==> config.mk <==
export PLATFORM = sky130hd
export DESIGN_NAME = pfile_loader_flat
export DESIGN_NICKNAME = d
export VERILOG_FILES = /design/src/rtl/pfile_loader_if.sv /design/src/rtl/pfile_loader.sv /design/src/flat_wrapper.sv
export SDC_FILE = /design/constraint.sdc
export NUM_CORES = 1
export LEC_CHECK = 0
export CAP_MARGIN = 0
export CORE_ASPECT_RATIO = 1.5
export CORE_MARGIN = 4
export CORE_UTILIZATION = 50
export CTS_CLUSTER_SIZE = 14
export DETAILED_ROUTE_END_ITERATION = 8
export GPL_ROUTABILITY_DRIVEN = 0
export PLACE_DENSITY = 0.75
export RECOVER_POWER = 50
export SYNTH_ARGS = -nofsm -noshare
export SYNTH_HDL_FRONTEND = slang
export SYNTH_SLANG_ARGS = --single-unit
==> constraint.sdc <==
create_clock -name clk -period 7.2 [get_ports clk]
set_input_delay 1.08 -clock clk [delete_from_list [all_inputs] [get_ports clk]]
set_output_delay 1.08 -clock clk [all_outputs]
set_load 0.02 [all_outputs]
==> src/rtl/pfile_loader_if.sv <==
// pfile_loader_if
//   Bus bundle between the .P loader and its neighbours.
//   buf_addr/buf_dout : download-buffer read port (data one clk after address)
//   hold_req/hold_ack : CPU bus hold handshake
//   mem_addr/mem_dout/mem_we : system RAM write port
//   master = loader side, slave = buffer/CPU/RAM side.
interface pfile_loader_if #(
   parameter int BUF_AW = 14
);
   logic [BUF_AW-1:0] buf_addr;
   logic [7:0]        buf_dout;
   logic              hold_req;
   logic              hold_ack;
   logic [15:0]       mem_addr;
   logic [7:0]        mem_dout;
   logic              mem_we;

   modport master (
      output buf_addr, hold_req, mem_addr, mem_dout, mem_we,
      input  buf_dout, hold_ack
   );

   modport slave (
      input  buf_addr, hold_req, mem_addr, mem_dout, mem_we,
      output buf_dout, hold_ack
   );
endinterface

==> src/rtl/pfile_loader.sv <==
// pfile_loader
//   Copies a downloaded .P image from the SPI download buffer into system RAM
//   at LOAD_ADDR once the download ends, holding the Z80 off the bus for the
//   duration, then releases the CPU and pulses done.
// Ports
//   clk, reset_n : system clock, async active-low reset
//   downloading  : download-active flag from the SPI domain (asynchronous)
//   size         : bytes received, stable while downloading is low
//   bus          : buffer read port, CPU hold handshake, RAM write port
//   busy         : high in every state except IDLE
//   done         : one-clk pulse after a complete copy
//   truncated    : sticky, last size exceeded buffer capacity
module pfile_loader #(
   parameter logic [15:0] LOAD_ADDR = 16'h4009,
   parameter int          BUF_AW    = 14
) (
   input  logic                 clk,
   input  logic                 reset_n,
   input  logic                 downloading,
   input  logic [15:0]          size,
   pfile_loader_if.master       bus,
   output logic                 busy,
   output logic                 done,
   output logic                 truncated
);
   localparam int          LW  = BUF_AW + 1;
   localparam logic [16:0] CAP = 17'd1 << BUF_AW;

   typedef enum logic [2:0] {IDLE, REQ, RD, WT, WR, REL, DONE} state_t;

   state_t          state;
   logic            dl_s1, dl_s2, dl_s3;
   logic [LW-1:0]   len, idx;
   logic [LW-1:0]   idx_nx;
   logic [16:0]     size_x;
   logic            over;
   logic            trig;

   assign idx_nx = idx + 1'b1;
   assign size_x = {1'b0, size};
   assign over   = size_x > CAP;
   // dl_s2 is the synchronised flag; dl_s3 is its previous value for edge detect
   assign trig   = dl_s3 & ~dl_s2;

   always_ff @(posedge clk or negedge reset_n) begin
      if (!reset_n) begin
         dl_s1        <= 1'b0;
         dl_s2        <= 1'b0;
         dl_s3        <= 1'b0;
         state        <= IDLE;
         len          <= '0;
         idx          <= '0;
         busy         <= 1'b0;
         done         <= 1'b0;
         truncated    <= 1'b0;
         bus.buf_addr <= '0;
         bus.hold_req <= 1'b0;
         bus.mem_addr <= '0;
         bus.mem_dout <= '0;
         bus.mem_we   <= 1'b0;
      end else begin
         dl_s1 <= downloading;
         dl_s2 <= dl_s1;
         dl_s3 <= dl_s2;
         // A new download starting mid-copy invalidates the buffer: give the
         // bus back and wait for the next falling edge.
         if (state != IDLE && dl_s2) begin
            state        <= IDLE;
            bus.hold_req <= 1'b0;
            bus.mem_we   <= 1'b0;
            busy         <= 1'b0;
            done         <= 1'b0;
         end else begin
            case (state)
               IDLE: if (trig) begin
                  busy      <= 1'b1;
                  idx       <= '0;
                  truncated <= over;
                  len       <= over ? CAP[LW-1:0] : size_x[LW-1:0];
                  // Empty image: skip the bus hold entirely; passing through
                  // REL keeps the same release/done tail as a real copy.
                  if (size == 16'd0) state <= REL;
                  else begin
                     state        <= REQ;
                     bus.hold_req <= 1'b1;
                  end
               end
               REQ: if (bus.hold_ack) begin
                  state        <= RD;
                  bus.buf_addr <= idx[BUF_AW-1:0];
               end
               RD: state <= WT;
               // buf_dout is valid here, one clk after the address was issued
               WT: begin
                  state        <= WR;
                  bus.mem_we   <= 1'b1;
                  bus.mem_addr <= LOAD_ADDR + 16'(idx);
                  bus.mem_dout <= bus.buf_dout;
               end
               WR: begin
                  bus.mem_we <= 1'b0;
                  idx        <= idx_nx;
                  if (idx_nx == len) begin
                     state        <= REL;
                     bus.hold_req <= 1'b0;
                  end else begin
                     state        <= RD;
                     bus.buf_addr <= idx_nx[BUF_AW-1:0];
                  end
               end
               REL: begin
                  state <= DONE;
                  done  <= 1'b1;
               end
               DONE: begin
                  state <= IDLE;
                  done  <= 1'b0;
                  busy  <= 1'b0;
               end
               default: state <= IDLE;
            endcase
         end
      end
   end
endmodule

==> src/flat_wrapper.sv <==
// flat-port wrapper written by rule: the top's interface ports become plain ports
module pfile_loader_flat 
#(
   parameter logic [15:0] LOAD_ADDR = 16'h4009,
   parameter int          BUF_AW    = 14
)
  (clk, reset_n, downloading, size, busy, done, truncated, bus_buf_addr, bus_hold_req, bus_mem_addr, bus_mem_dout, bus_mem_we, bus_buf_dout, bus_hold_ack);
  pfile_loader_if #(.BUF_AW(BUF_AW)) bus_i ();
  input  logic clk;
  input  logic reset_n;
  input  logic downloading;
  input  logic [15:0] size;
  output logic busy;
  output logic done;
  output logic truncated;
  output wire logic [$bits(bus_i.buf_addr)-1:0] bus_buf_addr;
  output wire logic [$bits(bus_i.hold_req)-1:0] bus_hold_req;
  output wire logic [$bits(bus_i.mem_addr)-1:0] bus_mem_addr;
  output wire logic [$bits(bus_i.mem_dout)-1:0] bus_mem_dout;
  output wire logic [$bits(bus_i.mem_we)-1:0] bus_mem_we;
  input wire logic [$bits(bus_i.buf_dout)-1:0] bus_buf_dout;
  input wire logic [$bits(bus_i.hold_ack)-1:0] bus_hold_ack;
  assign bus_buf_addr = bus_i.buf_addr;
  assign bus_hold_req = bus_i.hold_req;
  assign bus_mem_addr = bus_i.mem_addr;
  assign bus_mem_dout = bus_i.mem_dout;
  assign bus_mem_we = bus_i.mem_we;
  assign bus_i.buf_dout = bus_buf_dout;
  assign bus_i.hold_ack = bus_hold_ack;
  pfile_loader #(.LOAD_ADDR(LOAD_ADDR), .BUF_AW(BUF_AW)) u_core (.clk(clk), .reset_n(reset_n), .downloading(downloading), .size(size), .bus(bus_i), .busy(busy), .done(done), .truncated(truncated));
endmodule
==> summary.md, run 1 <==
| Metric | Value |
|---|---|
| Status | `complete, but fails checks` |
| Violated checks | `capacitance limit, slew limit` |
| Gr ovfl total | `0` |
| Synth top area cells | `dfrtp_1, nand2_1, o21ai_0` |
| CP max FO | `79` |
| Seq/Total Area, Yosys | `43.0%` |
| Area leader, netlist | `dfrtp_1` |
| Final-report hold violation count | `0` |
| Synth top cells by count | `dfrtp_1, nand2_1, nor2_1` |
| Fin Setup TNS | `0 ns` |
| Buf/Inv on CP | `1` |
| Critical path class | `in -> async` |
| Setup WS pre-CTS | `3.19 ns` |
| Final worst setup slack | `2.76 ns` |
| Ports | `71` |
| Synth top area share | `43.0%` |
| Die width | `86.3 um` |
| Prevailing post-synth register cell | `dfrtp_1` |
| Slew headroom | `-171%` |
| Synth unique cells | `54` |
| Area Overhead vs Synth | `20.4%` |
| Largest net degree at the start of global routing | `80` |
| Pwr per Cell Area | `247 mW/mm^2` |
| Synth warn | `0` |
| TritonCTS Sinks | `79` |
| Root Driver | `clkbuf_16` |
| Hold-fix buffers, CTS | `0` |
| Critical path launch point type | `input pin` |
| CTS tree | `done` |
| Slowest-stage cell, CP | `clkbuf_1` |
| Min cycle time layout | `4.44 ns` |
| CP Data Required Time | `6.70 ns` |
| Worst IR drop on VDD | `0.000134 V` |
| Initial core utilization | `51.7%` |
| CTS max path bufs | `2` |
| Post-synth EDFFs | `0` |
| Pleak | `2.22 nW` |
| Slew Limit Fails | `119` |
| Detailed Route WL | `12.5 mm` |
| DRT iter0 DRCs | `474` |
| Worst-path clk slew | `0.06 ns` |
| Worst setup EP type | `asynchronous set/reset pin` |
| Post-route DRC | `0` |
| Least-Margin Pin Slew | `4.06 ns` |
| TritonRoute pass-1 iters | `5` |
| Total CTS buffers | `9` |
| N_diodes | `0` |
| Post-synth ARST share | `100%` |
| Die height | `125 um` |
| Fill count | `765` |
| Number of vias per cell | `6.06` |
| Number of synthesized register bits | `79` |
| Count leader, synth | `dfrtp_1` |
| RSZ-0062 raised after global routing | `false` |
| CP top delay family | `buffers and inverters` |
| First-pass GRT wire length | `20.3 mm` |
| Row cnt | `42` |
| Post-CTS Setup Bufs | `0` |
| Resize count post-CTS | `0` |
| Worst hold path type | `reg -> reg` |
| Post-Syn Nets | `554` |
| Clock latency on the worst-skew pair | `0.34 ns` |
| Final setup vio count | `0` |
| Vias in the first global route | `4054` |
| Data arrival, critical path | `3.94 ns` |
| Nets | `596` |
| Max-Cap Viols | `2` |
| Initial antenna violation count | `0` |
| Crit-path cells | `clkbuf_1` |
| Mean Syn Cell Area | `8.77 um^2` |
| Number of port buffers | `70` |
| Core ar. | `0.00888 mm^2` |
| Htree depth | `3` |
| GR Util All Layers | `23.9%` |
| Synthesized instance count | `524` |
| Fmax | `225 MHz` |
| Slowest stage delay, CP | `2.81 ns` |
| DR vias | `4121` |
| Die area | `0.0108 mm^2` |
| Worst Skew | `0.00712 ns` |
| Final period utilization | `61.6%` |
| ANT nets after route | `0` |
| WL per Instance | `18.4 um` |
| Final HPWL DP | `8.92 mm` |
| Syn Std Cell Area | `0.00460 mm^2` |
| Share of layout cells above drive strength 1 | `6.32%` |
## cells in the final DEF (no fill, tap or decap), drive strengths merged, types with 15 or more instances in the layout
cell,count
nor2,52
o31ai,15
a22o,15
dfrtp,79
nand2,71
xnor2,22
nand2b,16
a21oi,33
xor2,18
o21ai,42
clkdlybuf4s50,68
nor3,17
## through the flow
step                      hold slack [ns]  instance area, um^2  power, W  util, %  std cells
after floorplan                     0.331                 4600  0.000758        -        524
after detailed placement            0.336                 5250  0.000932     59.1        665
after global routing                0.365                 5530   0.00143     62.3        680
after CTS                           0.348                 5540   0.00138     62.4        680
after global placement              0.332                 5250  0.000920     59.1        665
final                               0.345                 5530   0.00137     62.3        680
## power by group
group          internal, W  switching (W)
Clock             0.000267       0.000176
Combinational     0.000165       0.000193
Sequential        0.000508      0.0000565
Total             0.000940       0.000425
## kinds of logic (layout without fill, tap and decap cells)
| family | after synthesis | after routing | share of synthesized area, % |
|---|---|---|---|
| simple gates | 209 | 209 | 21.8 |
| mux | 8 | 8 | 1.80 |
| buf+inv | 50 | 96 | 5.17 |
| flops | 79 | 79 | 43.0 |
| fa+ha+maj | 2 | 2 | 0.544 |
| xor+xnor | 40 | 40 | 7.62 |
| compound gates | 136 | 136 | 20.1 |
## registers in the layout, summed over array words and instances, names as in the netlist
| register | count |
|---|---|
| u_core.dl_s1 | 1 |
| u_core.bus.hold_req | 1 |
| u_core.done | 1 |
| u_core.bus.mem_addr | 16 |
| u_core.dl_s2 | 1 |
| u_core.bus.buf_addr | 14 |
| u_core.len | 15 |
| u_core.bus.mem_we | 1 |
| u_core.busy | 1 |
| u_core.truncated | 1 |
| u_core.idx | 15 |
| u_core.dl_s3 | 1 |
| u_core.bus.mem_dout | 8 |
| u_core.state | 3 |
## worst paths after layout
path / startpoint / endpoint / slack [ns] / cells after the start
max: reset_n / u_core.bus.hold_req / 2.76 / 1
min: u_core.dl_s1 / u_core.dl_s2 / 0.35 / 0
max reg2reg: u_core.idx[2] / u_core.bus.buf_addr[0] / 3.03 / 6
min reg2reg: u_core.dl_s1 / u_core.dl_s2 / 0.35 / 0
max in group clk: u_core.idx[2] / u_core.bus.buf_addr[0] / 3.03 / 6
min in group asynchronous: reset_n / u_core.bus.mem_dout[4] / 2.16 / 1
## per-layer routing
metal | global-route usage, % | wire length (um)
met1 | 28.9 | 4940
met2 | 38.8 | 6120
met3 | 3.95 | 677
met4 | 15.2 | 745
met5 | 0 | 0
## cell type report
class | count | area [um^2] | area share (%)
multi-input combinational | 395 | 2390 | 43.1
sequential | 79 | 1980 | 35.7
timing repair buffer | 73 | 713 | 12.9
clock buffer | 10 | 229 | 4.14
tap | 110 | 138 | 2.49
clock inverter | 5 | 58.8 | 1.06
inverter | 8 | 30.0 | 0.543
(Power assumes the default switching activity.)
==> run 2: changes to the inputs <==
--- a/config.mk
+++ b/config.mk
@@ -8,11 +8,11 @@
 export CAP_MARGIN = 0
 export CORE_ASPECT_RATIO = 1.5
 export CORE_MARGIN = 4
-export CORE_UTILIZATION = 50
+export CORE_UTILIZATION = 49
 export CTS_CLUSTER_SIZE = 14
 export DETAILED_ROUTE_END_ITERATION = 8
 export GPL_ROUTABILITY_DRIVEN = 0
-export PLACE_DENSITY = 0.75
+export PLACE_DENSITY = 0.77
 export RECOVER_POWER = 50
 export SYNTH_ARGS = -nofsm -noshare
 export SYNTH_HDL_FRONTEND = slang
==> constraint.sdc (replaced) <==
create_clock -name clk -period 3.75 [get_ports clk]
set_input_delay 0.5625 -clock clk [delete_from_list [all_inputs] [get_ports clk]]
set_output_delay 0.5625 -clock clk [all_outputs]
set_load 0.02 [all_outputs]
==> summary.md, run 2 (synthesis results as in run 1) <==
| Metric | Value |
|---|---|
| Status | `complete, but fails checks` |
| Violated checks | `capacitance limit, slew limit` |
| Max-Cap Viols | `1` |
| Biggest register | `u_core.bus.mem_addr` |
| RR Endpoint | `u_core.bus.buf_addr[0]` |
| Resize count post-CTS | `0` |
| Crit path launch | `u_core.idx[0]` |
| CP Data Required Time | `3.97 ns` |
| Gr ovfl total | `0` |
| DRT iter0 DRCs | `398` |
| Commonest non-fill, non-tap cells in the layout | `dfrtp_1, nand2_1, clkdlybuf4s50_1` |
| Area Overhead vs Synth | `22.1%` |
| Core ar. | `0.00920 mm^2` |
| Min cycle time layout | `3.27 ns` |
| Root Driver | `clkbuf_16` |
| Post-route DRC | `0` |
| ANT nets after route | `0` |
| Reg2reg path depth | `8` |
| Die height | `127 um` |
| TritonCTS Sinks | `79` |
| Hold-fix buffers, CTS | `0` |
| Leading cell type in the layout, fill and taps excluded | `dfrtp_1` |
| CTS tree | `done` |
| Worst Skew | `0.00407 ns` |
| Worst-path clk slew | `0.06 ns` |
| Clock latency on the worst-skew pair | `0.34 ns` |
| Htree depth | `3` |
| Ports | `71` |
| Die width | `87.1 um` |
| Fmax | `306 MHz` |
| Vias in the first global route | `3953` |
| Pleak | `2.30 nW` |
| Slew Limit Fails | `80` |
| Row cnt | `43` |
| Number of port buffers | `70` |
| Data arrival, critical path | `3.49 ns` |
| Final setup vio count | `0` |
| Reg-to-reg slack, setup | `0.48 ns` |
| Hold path cells | `0` |
| CP max FO | `16` |
| Pwr per Cell Area | `473 mW/mm^2` |
| Worst IR drop on VDD | `0.000277 V` |
| DR vias | `4155` |
| Critical path launch point type | `flop` |
| Post-CTS Setup Bufs | `0` |
| CTS max path bufs | `2` |
| Share of layout cells above drive strength 1 | `7.94%` |
| Die area | `0.0110 mm^2` |
| First-pass GRT wire length | `19.5 mm` |
| Least-Margin Pin Slew | `1.91 ns` |
| Number of vias per cell | `6.01` |
| CP Capture Point | `u_core.bus.buf_addr[0]` |
| Slew headroom | `-27.2%` |
| GR Util All Layers | `22.4%` |
| TritonRoute pass-1 iters | `4` |
| Worst setup EP type | `flop` |
| Total CTS buffers | `9` |
| Detailed Route WL | `11.9 mm` |
| Reg-to-Reg Start | `u_core.idx[0]` |
| Max reg flops | `16` |
| Largest net degree at the start of global routing | `80` |
| Initial core utilization | `50.0%` |
| Nets | `604` |
| Largest regs | `u_core.bus.mem_addr (16), u_core.idx (15), u_core.len (15)` |
| WL per Instance | `17.2 um` |
| Placed cell count | `675` |
| N_diodes | `0` |
| Final-report hold violation count | `0` |
| Fin Setup TNS | `0 ns` |
| Critical path class | `reg -> reg` |
| Final HPWL DP | `8.62 mm` |
| Final period utilization | `87.2%` |
| Worst hold path type | `reg -> reg` |
| Final cell count without fillers | `691` |
| Initial antenna violation count | `0` |
| RSZ-0062 raised after global routing | `false` |
## run 2: cell count changes in the layout (fill, tap and decap cells not counted), sizes merged, moves of 2 or more
cell           previous run  this run
buf                       2        10
clkdlybuf4s50            68        54
clkinv                    2         5
clkinvlp                  2         0
dlygate4sd3               1        15
## run 2: area by class of cell
cell class	count	area [um^2]
clock buffers	11	243
inverters	8	30.0
fillers	783	3590
flip-flops and latches	79	1980
well taps	112	140
clock inverters	5	57.6
repair buffers	81	774
multi-input cells	395	2390
## run 2: power by group
part	internal, W	switching [W]
registers	0.000976	0.000104
clock network	0.000533	0.000340
logic	0.000325	0.000373
total	0.00183	0.000817
## run 2: through the flow
step | hold slack [ns] | area (um^2) | setup WS [ns] | util, % | power [W]
finish | 0.352 | 5610 | 0.479 | 61.0 | 0.00265
global route | 0.369 | 5610 | 0.275 | 61.0 | 0.00277
CTS | 0.351 | 5620 | 0.507 | 61.0 | 0.00268
detailed placement | 0.337 | 5320 | 0.506 | 57.8 | 0.00181
global placement | 0.332 | 5320 | 0.674 | 57.8 | 0.00179
floorplan | 0.267 | 4600 | 0.965 | - | 0.00146
## run 2: worst max-delay path, cell delays in order (launching register included)
cell	delay (ns)
dfrtp_1	0.49
ha_1	0.31
nand3_1	0.31
or3_1	0.47
a211oi_2	0.23
buf_4	0.22
o211ai_1	0.19
or4_4	0.61
a211o_1	0.30
## run 2: metal layers
metal  share of wire, %  wire length, um  GRT usage, %
met1                 38             4580          26.0
met5                  0                0             0
met2                 52             6210          37.8
met3                5.0              598          5.39
met4                4.4              524          11.5
## run 2: worst min path at each step
stage | startpoint | to | slack (ns)
floorplan | reset_n | u_core.bus.buf_addr[0] | 0.27
global placement | u_core.dl_s1 | u_core.dl_s2 | 0.33
detailed placement | u_core.dl_s1 | u_core.dl_s2 | 0.34
CTS | u_core.dl_s1 | u_core.dl_s2 | 0.35
global route | u_core.dl_s1 | u_core.dl_s2 | 0.37
finish | u_core.dl_s1 | u_core.dl_s2 | 0.35
